<file path="src/rtl/fire2_squeeze_ofm_writer.sv">
// Serialises one pixel of DSP_NO squeeze words into the OFM RAM, one word per cycle, pixel-major.
// First write one cycle after sample_in, DSP_NO write cycles; pulses arriving while busy are dropped and flagged.
module fire2_squeeze_ofm_writer #(
  parameter int WIDTH  = 16,
  parameter int DSP_NO = 16,
  parameter int WOUT   = 64,
  parameter int AW     = $clog2(WOUT*WOUT*DSP_NO)
) (
  input  logic             clk,
  input  logic             rst,
  input  logic             sample_in,
  input  logic [WIDTH-1:0] ofm_in [0:DSP_NO-1],
  output logic             ram_we,
  output logic [AW-1:0]    ram_addr,
  output logic [WIDTH-1:0] ram_wdata,
  output logic             ram_feedback,
  output logic             layer_done,
  output logic             overflow_err
);
  localparam int NPIX = WOUT*WOUT;
  localparam int PW   = $clog2(NPIX) + 1;
  localparam int CW   = (DSP_NO > 1) ? $clog2(DSP_NO) : 1;

  typedef enum logic [1:0] {IDLE, WRITE, DONE} state_t;

  state_t           state;
  logic [PW-1:0]    pixel;
  logic [CW-1:0]    ch;
  logic [CW-1:0]    ch_nxt;
  logic [AW-1:0]    pixel_base;
  logic             accept;
  logic [WIDTH-1:0] shadow [0:DSP_NO-1];

  assign accept     = (state == IDLE) && sample_in;
  assign ch_nxt     = ch + CW'(1);
  assign pixel_base = AW'(pixel) * AW'(DSP_NO);

  // Shadow holds the accepted pixel so ofm_in is free to move during WRITE.
  always_ff @(posedge clk) begin
    if (accept) begin
      shadow <= ofm_in;
    end
  end

  always_ff @(posedge clk or negedge rst) begin
    if (!rst) begin
      state        <= IDLE;
      pixel        <= '0;
      ch           <= '0;
      ram_we       <= 1'b0;
      ram_feedback <= 1'b0;
      ram_addr     <= '0;
      ram_wdata    <= '0;
      layer_done   <= 1'b0;
      overflow_err <= 1'b0;
    end else begin
      case (state)
        IDLE: begin
          if (sample_in) begin
            state        <= WRITE;
            ch           <= '0;
            ram_we       <= 1'b1;
            ram_feedback <= 1'b1;
            ram_addr     <= pixel_base;
            ram_wdata    <= ofm_in[0];
          end
        end
        WRITE: begin
          if (sample_in) begin
            overflow_err <= 1'b1;
          end
          if (ch == CW'(DSP_NO-1)) begin
            ram_we       <= 1'b0;
            ram_feedback <= 1'b0;
            pixel        <= pixel + PW'(1);
            // Last pixel of the layer parks in DONE instead of wrapping the counter.
            if (pixel == PW'(NPIX-1)) begin
              state      <= DONE;
              layer_done <= 1'b1;
            end else begin
              state      <= IDLE;
            end
          end else begin
            ch        <= ch_nxt;
            ram_addr  <= ram_addr + AW'(1);
            ram_wdata <= shadow[ch_nxt];
          end
        end
        DONE: begin
          ram_we       <= 1'b0;
          ram_feedback <= 1'b0;
          layer_done   <= 1'b1;
        end
        default: state <= IDLE;
      endcase
    end
  end
endmodule

</file>
<file path="config.mk">
export PLATFORM = sky130hd
export DESIGN_NAME = fire2_squeeze_ofm_writer
export DESIGN_NICKNAME = d
export VERILOG_FILES = /design/src/rtl/fire2_squeeze_ofm_writer.sv
export SDC_FILE = /design/constraint.sdc
export NUM_CORES = 1
export LEC_CHECK = 0
export ABC_AREA = 1
export BUFFER_PORTS_ARGS = -buffer_cell sky130_fd_sc_hd__buf_2
export CAP_MARGIN = 10
export CORE_UTILIZATION = 26
export CTS_CLUSTER_DIAMETER = 150
export DETAILED_ROUTE_END_ITERATION = 7
export SYNTH_ARGS = -nofsm -noshare
export SYNTH_HDL_FRONTEND = slang
export SYNTH_SLANG_ARGS = --single-unit
</file>
<file path="constraint.sdc">
create_clock -name clk -period 7.61 [get_ports clk]
set_input_delay 1.1415 -clock clk [delete_from_list [all_inputs] [get_ports clk]]
set_output_delay 1.1415 -clock clk [all_outputs]
set_load 0.05 [all_outputs]
</file>
Word-level counts from Yosys, hierarchy flattened
Index checks and enable logic that the tools add are counted.
{"block": "totals", "regBits": 310, "in_bits": 259, "out_inout_bits": 36, "word_cells": 71}
{"block": "op_classes", "addsub": 3, "n_lt_le_gt_ge": 1, "n_eq_ne": 8, "n_mux": 22, "bitwise": 2, "n_reduce_logical": 11}
{"cell": "2-to-1 mux 16 bit", "n": 6}
{"cell": "binary-select mux 16 bit (select 4 bit)", "n": 1}
{"cell": "case mux 16 bit (2 select lines)", "n": 2}
{"cell": "adder 16 x 1 -> 16 bit (second input constant)", "n": 1}
{"cell": "adder 13 x 1 -> 13 bit (second input constant)", "n": 1}
{"cell": "== test 13 x 12 -> 1 bit (second input constant)", "n": 1}
{"cell": "AND reduction 3 bit", "n": 4}
{"cell": "2-to-1 mux 4 bit", "n": 2}
{"cell": "!= test 2 bit (second input constant)", "n": 4}
{"cell": "case mux 4 bit (2 select lines)", "n": 1}
{"cell": "2-to-1 mux 2 bit", "n": 3}
{"cell": "case mux 2 bit (3 select lines)", "n": 1}
{"cell": "greater-or-equal comparator 5 bit (second input constant)", "n": 1}
{"cell": "inverter 4 -> 5 bit", "n": 1}
{"cell": "adder 4 x 1 -> 4 bit (second input constant)", "n": 1}
{"cell": "== test 4 bit (second input constant)", "n": 1}
{"cell": "2-to-1 mux 1 bit", "n": 4}
{"cell": "AND reduction 2 bit", "n": 2}
{"cell": "nonzero test 2 bit", "n": 2}
{"cell": "case mux 1 bit (3 select lines)", "n": 1}
{"cell": "nonzero test 3 bit", "n": 1}
{"cell": "== test 2 x 1 -> 1 bit (second input constant)", "n": 1}
{"cell": "== test 2 bit (second input constant)", "n": 1}
{"cell": "logical NOT 2 bit", "n": 1}
{"cell": "other kinds (3)", "n": 3}

Logic depth before layout (Yosys ltp)
{"block": "depth", "depth_word": 7, "mapped_depth": 11, "ltp_nobuf": 9}

Worst setup path before layout
Ideal clock, no wire load.
{"block": "synth_path", "path_type": "in2reg", "start": "input port sample_in", "end": "register shadow[0] in the netlist's numbering (enable)", "setup_ps": 607, "arrival_ps": 6138, "required_ps": 7003, "path_slack_ps": 865, "path_stages": 2, "n_path_buf": 0, "path_cell_list": "nand2_1 inv_1"}
{"block": "synth_via", "elab_chain_len": 1}
{"item": "from (decl)", "line": "11", "rtl": "input logic sample_in,"}
{"item": "logical AND 1 bit", "line": "34", "rtl": "assign accept = (state == IDLE) && sample_in;"}
{"item": "named net accept", "line": "31", "rtl": "logic accept;"}
{"item": "to (signal assigned)", "line": "41", "rtl": "shadow <= ofm_in;"}
{"item": "to (decl)", "line": "32", "rtl": "logic [WIDTH-1:0] shadow [0:DSP_NO-1];"}
The timed path passes the listed nets, and every way through them passes these cells.
A chain may end at the register's enable or synchronous reset.

Worst setup path in the final report
{"block": "layout_path", "start": "register ch[0]", "end": "register ram_wdata[5]"}
{"block": "layout_via", "elab_chain_len": 7, "elab_cells_between_ends": 10, "cone_classes": "add/sub: 1; eq/ne: 2; mux: 5; bitwise: 1; reduce/logical: 1"}
{"item": "from (decl)", "line": "28", "rtl": "logic [CW-1:0] ch;"}
{"item": "from (signal assigned)", "line": "84", "rtl": "ch <= ch_nxt;"}
{"item": "adder 4 x 1 -> 4 bit", "line": "35", "rtl": "assign ch_nxt = ch + CW'(1);"}
{"item": "inverter 4 -> 5 bit (implied by the code)", "line": "86", "rtl": "ram_wdata <= shadow[ch_nxt];"}
{"item": "binary-select mux 16 bit (select 4 bit)", "line": "86"}
{"item": "2-to-1 mux 16 bit (implied by the code) (2 in series)", "line": "86"}
{"item": "2-to-1 mux 16 bit", "line": "72", "rtl": "if (ch == CW'(DSP_NO-1)) begin"}
{"item": "case mux 16 bit (2 select lines)", "line": "57", "rtl": "case (state)"}
{"item": "to (signal assigned)", "line": "65", "rtl": "ram_wdata <= ofm_in[0];"}
{"item": "to (signal assigned)", "line": "86"}
{"item": "to (decl)", "line": "15", "rtl": "output logic [WIDTH-1:0] ram_wdata,"}
Several ways; a longest one is shown, not always the timed one. The select of a mux whose other input is x is not followed.

==> reports/results.tsv <==
stage	metric	value	unit
run_status	outcome	finished, violations left	
run_status	violations	DRC	
clock_network	postCtsHoldBufs	0	
placement	hpwl	28800	um
sta	relSlewSlack	23.7	%
die	rows	83	
synthesis	avgSynthCellArea	10.1	um^2
placement	port_buffers	294	
route	initialDrtViolationCount	644	
sta	maxSlewViolCount	0	
power_and_ir_drop	power_switching	2.83	mW
sta	worstMarginPinSlew	1.14	ns
synthesis	yosysWarnings	0	
sta	finalCritPeriodShare	46.8	%
clock_network	htreeDepth	2	
route	wl_per_cell	17.7	um
sta	setup_tns	0	ns
route	drc	4	
route	vias_per_cell	4.35	
grt	grt_pass1_vias	9800	
critical_path	arrival	4.04	ns
grt	globalRoute.busiestLayer	met2	
hold_path	hold_class	register to register	
clock_network	cts_setup_buffers	0	
sta	setup_violations	0	
power_and_ir_drop	share_seq_of_total_power	35.7	%
clock_network	cts_tree	built	
cells_and_area	drive_gt1_share	22.5	%
sta	clock.fmax	281	MHz
route	finalWirelength	41200	um
critical_path	required	8.09	ns
power_and_ir_drop	p_int	3.99	mW
power_and_ir_drop	vdd_drop_max	0.169	mV
clock_network	clock_sinks	310	
critical_path	cp_max_fo	81	
synthesis	synthCells	1339	
route	drtPass1Iterations	7	
die	io_pins	295	
clock_network	max-clock-path-buffers	3	
power_and_ir_drop	powerDensity	404	mW/mm^2
grt	grt_use_met3	4.56	%
grt	grt_usage	15.4	%
sta	fin_skew	0.0118	ns
synthesis	yosysUniqueCellTypes	33	
placement	gp_congestion	0.857	
die	start_util	26.3	%
grt	grt_pass1_wl	60300	um
grt	grt_antenna_before_repair	9	
sta	period_needed	3.56	ns
run	maxCapViolCount	0	
hold_path	hold_path_startpoint	ram_wdata[6]	
synthesis	synth_seq_cells	310	
critical_path	worst-setup-path-type	register to register	
clock_network	cts_resized	0	
die	dieArea	0.0528	mm^2
sta	hold_viol_final	0	
grt	use_met2	24.7	%
die	design.core.area	0.0513	mm^2
synthesis	syn_area	0.0135	mm^2
critical_path	endpoint_kind	register	
cells_and_area	nets	1887	
synthesis	syn-num-nets	1606	
power_and_ir_drop	total_power	6.81	mW
route	vias	10145	
cells_and_area	area_growth	25.0	%
clock_network	path_clk_slew	0.06	ns
power_and_ir_drop	power.leakage	7.57	nW
die	chipHeight	230	um
clock_network	clock_latency	0.55	ns
critical_path	startpoint_type	register	
sta	rsz0062_at_grt	no	
grt	grtUsageMet1	19.4	%
power_and_ir_drop	p_comb_share	38.6	%
critical_path	critPathLaunch	ch[0]	
synthesis	synth_seq_area_share	67.0	%
critical_path	r2r_start	ch[0]	
grt	gr-total-overflow	0	
die	die_w	230	um
clock_network	cts_root_buf	clkbuf_16	
route	drtAntennaViolNets	0	
power_and_ir_drop	p_clk_share	25.8	%
clock_network	numCtsBuffers	37	
grt	grt_max_degree	108	
power_and_ir_drop	switching_share	41.5	%
==> Yosys cell counts, drive strengths merged <==
| cell | number | area (um^2) |
|---|---|---|
| nand2 | 485 | 1820 |
| nand4 | 2 | 12.5 |
| ha | 8 | 100 |
| xnor2 | 6 | 52.6 |
| o22ai | 1 | 6.26 |
| inv | 161 | 604 |
| nand3b | 3 | 22.5 |
| a22oi | 9 | 67.6 |
| xor2 | 13 | 121 |
| a22o | 1 | 8.76 |
| nor3 | 7 | 40.0 |
| o21bai | 1 | 7.51 |
| or2 | 1 | 6.26 |
| a31oi | 2 | 12.5 |
| o21a | 1 | 7.51 |
| a21oi | 4 | 20.0 |
| nor2 | 53 | 209 |
| clkbuf | 30 | 113 |
| o221ai | 2 | 17.5 |
| nand3 | 192 | 961 |
| edfxtp | 256 | 7690 |
| buf | 31 | 170 |
| dfrtp | 54 | 1350 |
| o21ai | 16 | 80.1 |
==> per-stage QoR <==
stage | utilization, % | hold slack, ns | setup slack, ns | area (um^2) | std cells
2_1_floorplan | - | 0.463 | 0.865 | 13500 | 1339
3_3_place_gp | 30.5 | 0.464 | 4.01 | 15700 | 2261
3_5_place_dp | 30.5 | 0.463 | 4.01 | 15700 | 2261
4_1_cts | 32.8 | 0.478 | 3.97 | 16900 | 2325
5_1_grt | 32.9 | 0.508 | 3.82 | 16900 | 2328
6_report | 32.9 | 0.479 | 4.05 | 16900 | 2331
==> critical path, cell delays in order (launching register included) <==
cell and delay (ns):
dfrtp_4 1.05, ha_4 0.32, inv_2 0.45, buf_4 0.58, nand3_1 0.14, nand3_1 0.12
nand3_1 0.31, nand3_1 0.28, nand2_1 0.09, nand2_1 0.06
==> cell type report <==
type | count | area, um^2
inverter | 161 | 614
antenna | 6 | 15.0
fill | 5264 | 34400
multi-input combinational | 807 | 3610
tap | 680 | 851
sequential | 310 | 9040
timing repair buffer | 303 | 1540
clock buffer | 49 | 1030
clock inverter | 15 | 158
==> final timing paths <==
path	slack, ns	end	cells after the start
setup / recovery	4.05	ram_wdata[5]	9
hold / removal	0.48	ram_wdata[6]	2
setup reg to reg	4.05	ram_wdata[5]	9
hold reg to reg	0.48	ram_wdata[6]	2
max in group asynchronous	6.25	ch[0]	2
min in group asynchronous	0.77	ram_feedback	2
==> power by group through the flow <==
| stage | combinational [mW] | clock, mW | sequential (mW) |
|---|---|---|---|
| floorplan | 1.61 | 0 | 2.65 |
| detailed placement | 2.67 | 0 | 2.47 |
| CTS | 2.69 | 1.81 | 2.43 |
| global placement | 2.68 | 0 | 2.46 |
| global route | 2.92 | 1.87 | 2.47 |
| finish | 2.63 | 1.76 | 2.43 |
==> state kept, by name, summed over array words and instances, names as in the netlist <==
| register | count |
|---|---|
| ram_wdata | 16 |
| pixel | 13 |
| ram_feedback | 1 |
| ram_addr | 16 |
| layer_done | 1 |
| ch | 4 |
| shadow | 256 |
| state | 2 |
| overflow_err | 1 |
==> per-layer routing <==
metal  up-vias  part of all wire [%]
met5         -                 0.058
li1       4935                     -
met4         4                   3.4
met1      4747                    42
met3        69                   8.6
met2       390                    46
==> logic make-up after synthesis <==
group / after synthesis / share of synthesized area [%]
simple gates: 743 / 22.8
flops: 310 / 67.0
buf+inv: 222 / 6.57
compound gates: 37 / 1.69
xor+xnor: 19 / 1.29
fa+ha+maj: 8 / 0.742
==> placed cells by master (no fill, tap or decap), drive strengths merged, types with 7 or more instances in the layout <==
cell	netlist	final
a22oi	9	9
buf	31	303
clkbuf	30	49
clkinv	0	10
dfrtp	54	54
edfxtp	256	256
ha	8	8
inv	161	162
nand2	485	485
nand3	192	192
nor2	53	53
nor3	7	7
o21ai	16	16
xor2	13	13
Note: power is estimated with default switching activity, not from simulation.
